**src/rtl/seg7_capture_decoder.sv**
```systemverilog
// seg7_capture_decoder
//
// Receive side of the digit-to-7-segment encoder. Watches a time-multiplexed
// 7-segment display bus, waits until the {select, segments} pattern has been
// stable for STABLE_CYCLES synchronized samples, and then decodes the selected
// position back to a 4-bit hex value. Used for board self-check and for
// looping the clock display back into the test logic.
//
// Parameters
//   NUM_DIGITS     number of multiplexed digit positions (1..8)
//   STABLE_CYCLES  identical consecutive synchronized samples needed to commit (>=2)
//
// Ports
//   clk           system clock, all logic on the rising edge
//   reset         synchronous, active-high; overrides every other input
//   segIn         active-low segments: bit0 top, 1 upper-right, 2 lower-right,
//                 3 bottom, 4 lower-left, 5 upper-left, 6 middle
//   selIn         active-high digit enables, one-hot when valid
//   clearErr      1-cycle pulse that clears errFlag
//   digits        decoded hex value per position, position i at [4i+3:4i]
//   digitValid    1 = position holds a decoded hex digit
//   digitBlank    1 = last commit for the position was all segments off
//   updateStrobe  1-cycle pulse on every commit
//   updateIdx     position index of the last commit (holds between strobes)
//   errFlag       sticky: a stable but non-decodable pattern was committed

module seg7_capture_decoder #(
  parameter int NUM_DIGITS    = 4,
  parameter int STABLE_CYCLES = 4
) (
  input  logic                    clk,
  input  logic                    reset,
  input  logic [6:0]              segIn,
  input  logic [NUM_DIGITS-1:0]   selIn,
  input  logic                    clearErr,
  output logic [4*NUM_DIGITS-1:0] digits,
  output logic [NUM_DIGITS-1:0]   digitValid,
  output logic [NUM_DIGITS-1:0]   digitBlank,
  output logic                    updateStrobe,
  output logic [2:0]              updateIdx,
  output logic                    errFlag
);

  localparam int CW = $clog2(STABLE_CYCLES + 1);
  localparam logic [CW-1:0] CNT_TARGET = CW'(STABLE_CYCLES);
  localparam logic [6:0] SEG_ALL_OFF = 7'b1111111;

  typedef enum logic [1:0] {
    IDLE   = 2'd0,
    COUNT  = 2'd1,
    LOCKED = 2'd2
  } state_t;

  logic [6:0]              segMeta_q, segSync_q;
  logic [NUM_DIGITS-1:0]   selMeta_q, selSync_q;
  logic [NUM_DIGITS+6:0]   samplePrev_q;
  logic [CW-1:0]           cnt_q;
  state_t                  state_q;

  logic [4*NUM_DIGITS-1:0] digits_q;
  logic [NUM_DIGITS-1:0]   digitValid_q;
  logic [NUM_DIGITS-1:0]   digitBlank_q;
  logic                    updateStrobe_q;
  logic [2:0]              updateIdx_q;
  logic                    errFlag_q;

  logic [NUM_DIGITS+6:0]   sample;
  logic                    sampleChanged;
  logic [CW-1:0]           cnt_d;
  logic                    selOneHot;
  logic [2:0]              selIdx;
  logic [4:0]              decoded;

  // Map an active-low segment pattern to {valid, hex value}.
  function automatic logic [4:0] decodeSeg(input logic [6:0] seg);
    case (seg)
      7'b1000000: decodeSeg = {1'b1, 4'h0};
      7'b1111001: decodeSeg = {1'b1, 4'h1};
      7'b0100100: decodeSeg = {1'b1, 4'h2};
      7'b0110000: decodeSeg = {1'b1, 4'h3};
      7'b0011001: decodeSeg = {1'b1, 4'h4};
      7'b0010010: decodeSeg = {1'b1, 4'h5};
      7'b0000010: decodeSeg = {1'b1, 4'h6};
      7'b1111000: decodeSeg = {1'b1, 4'h7};
      7'b0000000: decodeSeg = {1'b1, 4'h8};
      7'b0011000: decodeSeg = {1'b1, 4'h9};
      7'b0001000: decodeSeg = {1'b1, 4'hA};
      7'b0000011: decodeSeg = {1'b1, 4'hB};
      7'b1000110: decodeSeg = {1'b1, 4'hC};
      7'b0100001: decodeSeg = {1'b1, 4'hD};
      7'b0000110: decodeSeg = {1'b1, 4'hE};
      7'b0001110: decodeSeg = {1'b1, 4'hF};
      default:    decodeSeg = 5'b0;
    endcase
  endfunction

  // Two-flop synchronizer; reset parks the bus at "all segments off, nothing selected".
  always_ff @(posedge clk) begin
    if (reset) begin
      segMeta_q <= SEG_ALL_OFF;
      segSync_q <= SEG_ALL_OFF;
      selMeta_q <= '0;
      selSync_q <= '0;
    end else begin
      segMeta_q <= segIn;
      segSync_q <= segMeta_q;
      selMeta_q <= selIn;
      selSync_q <= selMeta_q;
    end
  end

  // Stability counter next value: any change restarts at 1, otherwise count up and saturate.
  always_comb begin
    sample        = {selSync_q, segSync_q};
    sampleChanged = (sample != samplePrev_q);
    cnt_d         = cnt_q;
    if (sampleChanged) begin
      cnt_d = CW'(1);
    end else if (cnt_q != CNT_TARGET) begin
      cnt_d = cnt_q + CW'(1);
    end
  end

  // One-hot detection, index of the selected position and segment decode.
  always_comb begin
    selOneHot = (selSync_q != '0) && ((selSync_q & (selSync_q - 1'b1)) == '0);
    selIdx    = 3'd0;
    for (int i = 0; i < NUM_DIGITS; i++) begin
      if (selSync_q[i]) begin
        selIdx = 3'(i);
      end
    end
    decoded = decodeSeg(segSync_q);
  end

  // Capture FSM with registered outputs. A commit happens only on the cycle the
  // counter reaches the target while not already LOCKED, so a held pattern is
  // committed exactly once. The errFlag set is written after the clear so an
  // invalid commit wins over a simultaneous clearErr.
  always_ff @(posedge clk) begin
    if (reset) begin
      samplePrev_q   <= {{NUM_DIGITS{1'b0}}, SEG_ALL_OFF};
      cnt_q          <= '0;
      state_q        <= IDLE;
      digits_q       <= '0;
      digitValid_q   <= '0;
      digitBlank_q   <= '0;
      updateStrobe_q <= 1'b0;
      updateIdx_q    <= 3'd0;
      errFlag_q      <= 1'b0;
    end else begin
      samplePrev_q   <= sample;
      cnt_q          <= cnt_d;
      updateStrobe_q <= 1'b0;
      if (clearErr) begin
        errFlag_q <= 1'b0;
      end

      if (!selOneHot) begin
        state_q <= IDLE;
      end else if (sampleChanged) begin
        state_q <= COUNT;
      end else if (state_q != LOCKED) begin
        if (cnt_d == CNT_TARGET) begin
          state_q        <= LOCKED;
          updateStrobe_q <= 1'b1;
          updateIdx_q    <= selIdx;
          for (int i = 0; i < NUM_DIGITS; i++) begin
            if (3'(i) == selIdx) begin
              if (decoded[4]) begin
                digits_q[4*i +: 4] <= decoded[3:0];
                digitValid_q[i]    <= 1'b1;
                digitBlank_q[i]    <= 1'b0;
              end else if (segSync_q == SEG_ALL_OFF) begin
                digitValid_q[i]    <= 1'b0;
                digitBlank_q[i]    <= 1'b1;
              end else begin
                digitValid_q[i]    <= 1'b0;
                digitBlank_q[i]    <= 1'b0;
                errFlag_q          <= 1'b1;
              end
            end
          end
        end else begin
          state_q <= COUNT;
        end
      end
    end
  end

  assign digits       = digits_q;
  assign digitValid   = digitValid_q;
  assign digitBlank   = digitBlank_q;
  assign updateStrobe = updateStrobe_q;
  assign updateIdx    = updateIdx_q;
  assign errFlag      = errFlag_q;

endmodule

```
**config.mk**
```make
export PLATFORM = sky130hd
export DESIGN_NAME = seg7_capture_decoder
export DESIGN_NICKNAME = d
export VERILOG_FILES = /design/src/rtl/seg7_capture_decoder.sv
export SDC_FILE = /design/constraint.sdc
export NUM_CORES = 1
export LEC_CHECK = 0
export ABC_AREA = 1
export CORE_AREA = 2 2 88 90
export DETAILED_ROUTE_END_ITERATION = 7
export DIE_AREA = 0 0 90 92
export DONT_BUFFER_PORTS = 1
export PLACE_DENSITY = 0.63
export SLEW_MARGIN = 10
export SYNTH_ARGS = -nofsm -noshare
export SYNTH_HDL_FRONTEND = slang
export SYNTH_SLANG_ARGS = --single-unit
```
**constraint.sdc**
```tcl
create_clock -name clk -period 1.85 [get_ports clk]
set_input_delay 0.0925 -clock clk [delete_from_list [all_inputs] [get_ports clk]]
set_output_delay 0.0925 -clock clk [all_outputs]
set_load 0.02 [all_outputs]
```
==> flow_summary.json, run 1 <==
{
  "status": "completed",
  "powerDensity_nw_per_um2": 769,
  "leakage_uw": 0.00166,
  "hp-class": "in -> reg",
  "synth_nets": 422,
  "ant_nets": 0,
  "synth_cells": 406,
  "firstDrtPassIters": 4,
  "synth_area_per_cell_um2": 7.09,
  "mostFrequentLayoutCells": "nand2_1, nor2_1, dfxtp_1, inv_1, buf_4",
  "io_buffers": 0,
  "grt_pass1_wl_um": 10200,
  "start_util_pct": 38.6,
  "drive_above_1_share_pct": 28.6,
  "vias": 2512,
  "synth_top_cell_by_area": "dfxtp_1",
  "clk_pin_slew_worst_paths_ns": 0.07,
  "cp_slowest_cell": "dfxtp_4",
  "drt_iter0_drc": 157,
  "ioPinCount": 43,
  "crit_path_start_kind": "flip-flop",
  "first_global_vias": 2360,
  "max_stage_delay_ns": 0.38,
  "power_uw": 2860,
  "antenna_found_initial": 0,
  "ir_drop_v": 0.000451,
  "crit_chain": "inv_4 -> nand2_2 -> nand2_2 -> nand2_2 -> nor2_4 -> nand2_2 -> nor2_4 -> nand4_1 -> nor2_4 -> clkbuf_16 -> nand3_1 -> nand2_1 -> nor2_1",
  "fp.dieH_um": 92,
  "cts_tree": "done",
  "track_usage_pct": 15.1,
  "pwr-share-comb_pct": 9.1,
  "switchingPower_uw": 705,
  "n_antenna_cell": 0,
  "viasPerCell": 4.54,
  "grt_overflow": 0,
  "cp_common_cell": "nand2_2",
  "synth-seq-area-share_pct": 45.9,
  "insertion_delay_ns": 0.34,
  "place_congestion": 0.889,
  "synthDistinctLibCells": 32,
  "grt_max_degree": 35,
  "synthTopCellsByArea": "dfxtp_1, nand2_1, nor2_1",
  "drc": 0,
  "worst_path_dominant_cell_family": "simple AND/OR/NAND/NOR gates",
  "netSwitchingFraction_pct": 24.6,
  "maxSlewViolCount": 0,
  "arrival_ns": 2.06,
  "drv_cap": 0,
  "finalCritPeriodShare_pct": 98.5,
  "die-area_um2": 8280,
  "final_net_count": 462,
  "ys_seq_elements": 66,
  "crit_path_end_kind": "flip-flop",
  "p_seq_share_pct": 51.5,
  "internal_power_uw": 2160,
  "crit_type": "reg -> reg",
  "setup_viol": 0,
  "dp.final_hpwl_um": 4060,
  "rsz0062_at_grt": "yes",
  "cts_root_buffer": "clkbuf_8",
  "h-tree-depth": 3,
  "cts_buffers": 9,
  "critPathBufInv": 2,
  "cts_sinks": 66,
  "fp.coreArea_um2": 7450,
  "synth.cell_area_um2": 2880,
  "die-width_um": 90,
  "final_common_cell": "nand2_1",
  "skew_ns": 0.00684,
  "clockBufferDepth": 2,
  "area_growth_pct": 29.4,
  "finalHoldViolCount": 0,
  "worstPathRequired_ns": 2.09,
  "timing.fmax_ghz": 0.549,
  "synth_warnings": 0,
  "final_area_um2": 3720,
  "wl_per_cell_um": 11.2,
  "dpl_cell_area_um2": 3060,
  "pwr-share-clk_pct": 39.4,
  "critical_path.max_fanout": 6,
  "final_cells": 553,
  "drt-total-wl_um": 6210,
  "period_minus_slack_ns": 1.82,
  "row_count": 32,
  "dp.cells": 510,
  "yosysTopAreaCellShare_pct": 45.9
}
-- final cells by class --
cell class	count	area, µm²
tap	102	128
fill	731	3720
sequential	66	1350
inverter	46	178
clock inverter	1	7.51
multi-input combinational	283	1510
clock buffer	15	176
timing repair buffer	40	377
-- layer usage --
metal / vias to the layer above / GRT usage (%) / share of wire [%]
li1: 1332 / - / -
met1: 1128 / 17.6 / 45
met2: 42 / 25.6 / 49
met3: 10 / 4.77 / 4.1
met4: 0 / 6.79 / 1.5
met5: - / 0 / 0
-- sequential cells by signal (all words and copies together), names as in the netlist, 2 cells and up --
| name | cells |
|---|---|
| selSync_q | 4 |
| digitBlank | 4 |
| segSync_q | 7 |
| selMeta_q | 4 |
| digits | 16 |
| state_q | 2 |
| updateIdx | 2 |
| digitValid | 4 |
| cnt_q | 3 |
| segMeta_q | 7 |
| samplePrev_q | 11 |
-- repair_timing --
item / CTS / global route
hold buffers: 13 / 0
resized for setup: 6 / 66
cloned: 0 / 3
setup buffers: 0 / 11
setup endpoints to repair: 14 / 28
pin swaps: 0 / 20
hold endpoints to repair: 36 / 0
-- worst paths after layout --
check                    start  depth (start not counted)       endpoint  slack [ns]
hold / removal           reset                          2  digitValid[1]       0.006
hold reg to reg   selMeta_q[2]                          2   selSync_q[2]        0.39
setup / recovery  segSync_q[1]                         13     digits[11]        0.03
setup reg to reg  segSync_q[1]                         13     digits[11]        0.03
-- Yosys cell counts, drive strengths merged --
cell and count:
ha 2, clkinv 1, o21ai 4, nor2 101
xnor2 3, nand4 11, buf 5, nand3 29
dfxtp 66, or2 14, xor2 2, a21oi 7
conb 1, nand3b 1, a22o 1, inv 45
nor4 2, clkbuf 7, nor3 2, nand2 102
-- through the flow --
step                util [%]  worst slack, ns  hold WS (ns)  TNS, ns
finish                  50.0           0.0283       0.00573        0
global route            50.0           -0.126       0.00992    -2.00
CTS                     45.6          0.00517       0.00341        0
detailed placement      41.1          -0.0334         0.173   -0.183
global placement        41.1           0.0158         0.170        0
floorplan                  -            0.212         0.188        0
-- logic make-up (layout without fill, tap and decap cells) --
group | count (synthesis) | in the layout | synth area share [%]
flip-flops | 66 | 66 | 45.9
adder cells (fa/ha/maj) | 2 | 2 | 0.869
XOR/XNOR | 5 | 5 | 1.52
AO/OA/AOI/OAI | 12 | 12 | 2.22
other | 1 | 1 | 0.130
buffers and inverters | 58 | 102 | 8.26
AND/OR/NAND/NOR | 262 | 263 | 41.1
-- power groups by stage --
| stage | clock network [µW] | logic [µW] | registers, µW |
|---|---|---|---|
| 6_report | 1130 | 260 | 1470 |
| 4_1_cts | 1160 | 227 | 1470 |
| 3_3_place_gp | 0 | 190 | 1500 |
| 5_1_grt | 1220 | 293 | 1480 |
| 3_5_place_dp | 0 | 192 | 1500 |
| 2_1_floorplan | 0 | 154 | 1500 |
Note: power is estimated with default switching activity, not from simulation.
==> inputs of run 2 (changes only) <==
Settings changed: CTS_BUF_LIST set to sky130_fd_sc_hd__clkbuf_2 sky130_fd_sc_hd__clkbuf_4 sky130_fd_sc_hd__clkbuf_8.
==> flow_summary.json, run 2 (same netlist as run 1, synthesis figures left out) <==
{
  "worstPathRequired_ns": 2.09,
  "mostFrequentLayoutCells": "nand2_1, nor2_1, dfxtp_1, inv_1, buf_4",
  "period_minus_slack_ns": 1.83,
  "crit_path_start_kind": "flip-flop",
  "cts_tree": "done",
  "powerDensity_nw_per_um2": 774,
  "die-area_um2": 8280,
  "fp.dieH_um": 92,
  "grt_max_degree": 35,
  "area_growth_pct": 30.8,
  "first_global_vias": 2351,
  "finalHoldViolCount": 0,
  "die-width_um": 90,
  "final_net_count": 463,
  "place_ws_ns": -0.0334,
  "endpoint": "digits[12]",
  "grt_overflow": 0,
  "largest_register_ffs": 16,
  "arrival_ns": 2.07,
  "drt_iter0_drc": 108,
  "place_congestion": 0.889,
  "row_count": 32,
  "antenna_found_initial": 0,
  "crit_type": "reg -> reg",
  "wl_per_cell_um": 11.4,
  "ioPinCount": 43,
  "crit_path_end_kind": "flip-flop",
  "track_usage_pct": 15.1,
  "dp.cells": 510,
  "fin_util_pct": 50.6,
  "viasPerCell": 4.58,
  "leakage_uw": 0.00167,
  "cts_root_buffer": "clkbuf_8",
  "r2r-start": "segSync_q[1]",
  "final_common_cell": "nand2_1",
  "fin_ws_ns": 0.0206,
  "finalCritPeriodShare_pct": 98.9,
  "rsz0062_at_grt": "yes",
  "clk_pin_slew_worst_paths_ns": 0.07,
  "ant_nets": 0,
  "r2r_setup_slack_ns": 0.02,
  "ir_drop_v": 0.000456,
  "final_cells": 554,
  "startpoint": "segSync_q[1]",
  "io_buffers": 0,
  "drc": 0,
  "fin_hold_ws_ns": 0.00627,
  "reg2regPathDepth": 13,
  "status": "completed",
  "start_util_pct": 38.6,
  "cts_sinks": 66,
  "rr_endpoint": "digits[12]",
  "setup_viol": 0,
  "drt-total-wl_um": 6300,
  "fp.coreArea_um2": 7450,
  "insertion_delay_ns": 0.34,
  "skew_ns": 0.00674,
  "drv_cap": 0,
  "critical_path.max_fanout": 6,
  "h-tree-depth": 3,
  "n_antenna_cell": 0,
  "dp.final_hpwl_um": 4060,
  "cts_buffers": 9,
  "firstDrtPassIters": 4,
  "vias": 2537,
  "maxSlewViolCount": 0,
  "timing.fmax_ghz": 0.547,
  "drive_above_1_share_pct": 30.1,
  "hp-class": "in -> reg",
  "clockBufferDepth": 2,
  "grt_pass1_wl_um": 10200
}
-- run 2: cell types whose count changed in the layout (fill, tap and decap cells not counted), sizes merged --
cell  before  now
buf       27   28
-- run 2: power breakdown --
| group | total [µW] | switching, µW | internal (µW) |
|---|---|---|---|
| sequential | 1470 | 23.4 | 1450 |
| combinational | 266 | 154 | 112 |
| clock | 1170 | 530 | 643 |
-- run 2: worst min-delay path by stage --
stage,to,depth (start not counted),slack (ns),start
floorplan,errFlag,1,0.19,clearErr
global placement,digitValid[1],1,0.17,reset
detailed placement,selMeta_q[0],1,0.17,reset
CTS,digitValid[2],2,0.001,reset
global route,digitValid[1],2,0.009,reset
finish,selSync_q[1],2,0.006,reset
-- run 2: worst max-delay path, stage by stage, from the launching register on --
cell and delay [ns]:
dfxtp_4 0.38, inv_4 0.08, nand2_2 0.05, nand2_2 0.06
nand2_2 0.06, nor2_4 0.17, nand2_2 0.09, nor2_4 0.13
nand4_1 0.16, nor2_4 0.21, clkbuf_16 0.18, nand3_2 0.05
nand2_1 0.06, nor2_1 0.04
-- run 2: repair_timing --
item                                    in CTS  in global routing
hold buffers                                13                  0
gates resized for setup                      6                 70
endpoints found under the setup margin      14                 28
pin swaps                                    0                 21
hold endpoints to repair                    36                  0
setup buffers                                0                 12
cloned                                       0                  3
-- run 2: stage by stage --
step	total power, µW	area [µm²]	setup TNS, ns
4_1_cts	2910	3410	0
5_1_grt	3030	3760	-2.03
2_1_floorplan	1660	2880	0
6_report	2910	3760	0
3_5_place_dp	1700	3060	-0.183
3_3_place_gp	1690	3060	0
-- run 2: layout make-up --
cell class | count | area (µm²)
Clock buffer | 15 | 188
Sequential cell | 66 | 1350
Timing Repair Buffer | 41 | 384
Inverter | 46 | 178
Fill cell | 733 | 3680
Clock inverter | 1 | 7.51
Multi-Input combinational cell | 283 | 1530
Tap cell | 102 | 128
-- run 2: metal layers --
metal | vias up | share of wire (%) | global-route usage [%]
met4 | 0 | 1.8 | 7.05
met3 | 9 | 5.0 | 4.77
li1 | 1334 | - | -
met5 | - | 0 | 0
met2 | 54 | 49 | 25.5
met1 | 1140 | 44 | 17.5
==> inputs of run 3 (changes only) <==
Settings changed: HOLD_SLACK_MARGIN set to 0.06.
==> flow_summary.json, run 3 (same netlist as run 1, synthesis figures left out) <==
{
  "fin_ws_ns": 0.0257,
  "ir_drop_v": 0.000457,
  "die-width_um": 90,
  "max_stage_delay_ns": 0.38,
  "wl_met1_um": 2770,
  "grt_pass1_wl_um": 10200,
  "cts_buffers": 9,
  "cp_slowest_cell": "dfxtp_4",
  "tns_ns": 0,
  "drv_cap": 0,
  "hp-class": "in -> reg",
  "setup_viol": 0,
  "io_buffers": 0,
  "grt_max_degree": 35,
  "drive_above_1_share_pct": 28.5,
  "r2r_setup_slack_ns": 0.03,
  "drc": 0,
  "final_cells": 555,
  "skew_ns": 0.00609,
  "ioPinCount": 43,
  "powerDensity_nw_per_um2": 779,
  "place_ws_ns": -0.0334,
  "cts_root_buffer": "clkbuf_8",
  "crit_chain": "inv_4 -> nand2_2 -> nand2_2 -> nand2_2 -> nor2_4 -> nand2_2 -> nor2_4 -> nand4_1 -> nor2_4 -> clkbuf_16 -> nand3_1 -> nand2_1 -> nor2_1",
  "maxSlewViolCount": 0,
  "status": "completed",
  "cp_common_cell": "nand2_2",
  "power_uw": 2910,
  "die-area_um2": 8280,
  "h-tree-depth": 3,
  "period_minus_slack_ns": 1.82,
  "arrival_ns": 2.06,
  "cts_tree": "done",
  "place_congestion": 0.889,
  "hold_end": "samplePrev_q[0]",
  "mostFrequentLayoutCells": "nand2_1, nor2_1, dfxtp_1, inv_1, buf_4",
  "clk_pin_slew_worst_paths_ns": 0.07,
  "largest_register_ffs": 16,
  "area_growth_pct": 30.0,
  "leakage_uw": 0.00168,
  "n_antenna_cell": 0,
  "final_common_cell": "nand2_1",
  "finalCritPeriodShare_pct": 98.6,
  "track_usage_pct": 15.2,
  "wl_per_cell_um": 11.3,
  "row_count": 32,
  "fp.coreArea_um2": 7450,
  "viasPerCell": 4.57,
  "rsz0062_at_grt": "yes",
  "start_util_pct": 38.6,
  "wl_met3_um": 290,
  "hold_path_depth": 3,
  "min_from": "reset",
  "crit_path_start_kind": "flip-flop",
  "vias": 2536,
  "drt-total-wl_um": 6260,
  "drt_iter0_drc": 134,
  "top_layer": "met4",
  "wl_met2_um": 3070,
  "firstDrtPassIters": 4,
  "antenna_found_initial": 0,
  "cts_sinks": 66,
  "dp.cells": 510,
  "fp.dieH_um": 92,
  "final_net_count": 464,
  "timing.fmax_ghz": 0.548,
  "finalHoldViolCount": 0,
  "insertion_delay_ns": 0.34,
  "critical_path.max_fanout": 6,
  "reg2regPathDepth": 13,
  "ant_nets": 0,
  "crit_type": "reg -> reg",
  "first_global_vias": 2351,
  "crit_path_end_kind": "flip-flop",
  "rr_endpoint": "digits[2]",
  "worstPathRequired_ns": 2.09,
  "dp.final_hpwl_um": 4060,
  "clockBufferDepth": 2,
  "grt_overflow": 0,
  "r2r-start": "segSync_q[1]"
}
==> run 3: changes by cell type in the layout (fill, tap and decap cells not counted), sizes merged <==
cell and delta:
dlygate4sd3 +1
==> run 3: worst max path at each step <==
stage / start / to / slack [ns] / cells after the start
finish: segSync_q[1] / digits[2] / 0.03 / 13
global route: cnt_q[0] / digitBlank[2] / -0.12 / 10
CTS: segSync_q[0] / digits[13] / 0.007 / 13
detailed placement: cnt_q[0] / digits[12] / -0.03 / 10
global placement: segSync_q[4] / digits[1] / 0.02 / 13
floorplan: cnt_q[0] / digits[0] / 0.21 / 10
==> run 3: metrics by stage <==
stage / cell area [µm²] / utilization (%) / hold slack, ns
2_1_floorplan: 2880 / - / 0.188
3_3_place_gp: 3060 / 41.1 / 0.170
3_5_place_dp: 3060 / 41.1 / 0.173
4_1_cts: 3420 / 45.9 / 0.116
5_1_grt: 3740 / 50.2 / 0.138
6_report: 3740 / 50.2 / 0.114
==> run 3: metal layers <==
layer  vias up  track usage, %
li1       1332               -
met1      1143            17.6
met2        48            25.6
met3        13            4.77
met4         0            7.05
met5         -               0
==> run 3: final cells by class <==
type                       instances  area [µm²]
fill                             740        3710
sequential                        66        1350
clock buffer                      15         188
tap                              102         128
inverter                          46         178
timing repair buffer              42         394
multi-input combinational        283        1500
clock inverter                     1        7.51
==> run 3: report_power, final <==
| part | internal [µW] | total (µW) | switching [µW] |
|---|---|---|---|
| combinational | 113 | 267 | 153 |
| sequential | 1450 | 1470 | 23.4 |
| clock | 643 | 1170 | 531 |
| total | 2210 | 2910 | 707 |
==> run 3: what timing repair did <==
| item | 4_1_cts | 5_1_grt |
|---|---|---|
| gates resized for setup | 6 | 63 |
| buffers inserted | 0 | 12 |
| pin swaps | 0 | 21 |
| cloned | 0 | 3 |
| hold buffers | 14 | 0 |
| setup endpoints to repair | 14 | 28 |
| hold endpoints to repair | 36 | 0 |
==> run 3: worst max-delay path, delay by kind of cell (launching register included) <==
kind	cells	cell delay, ns
buffers and inverters	2	0.25
AND/OR/NAND/NOR	11	1.08
flip-flops	1	0.38
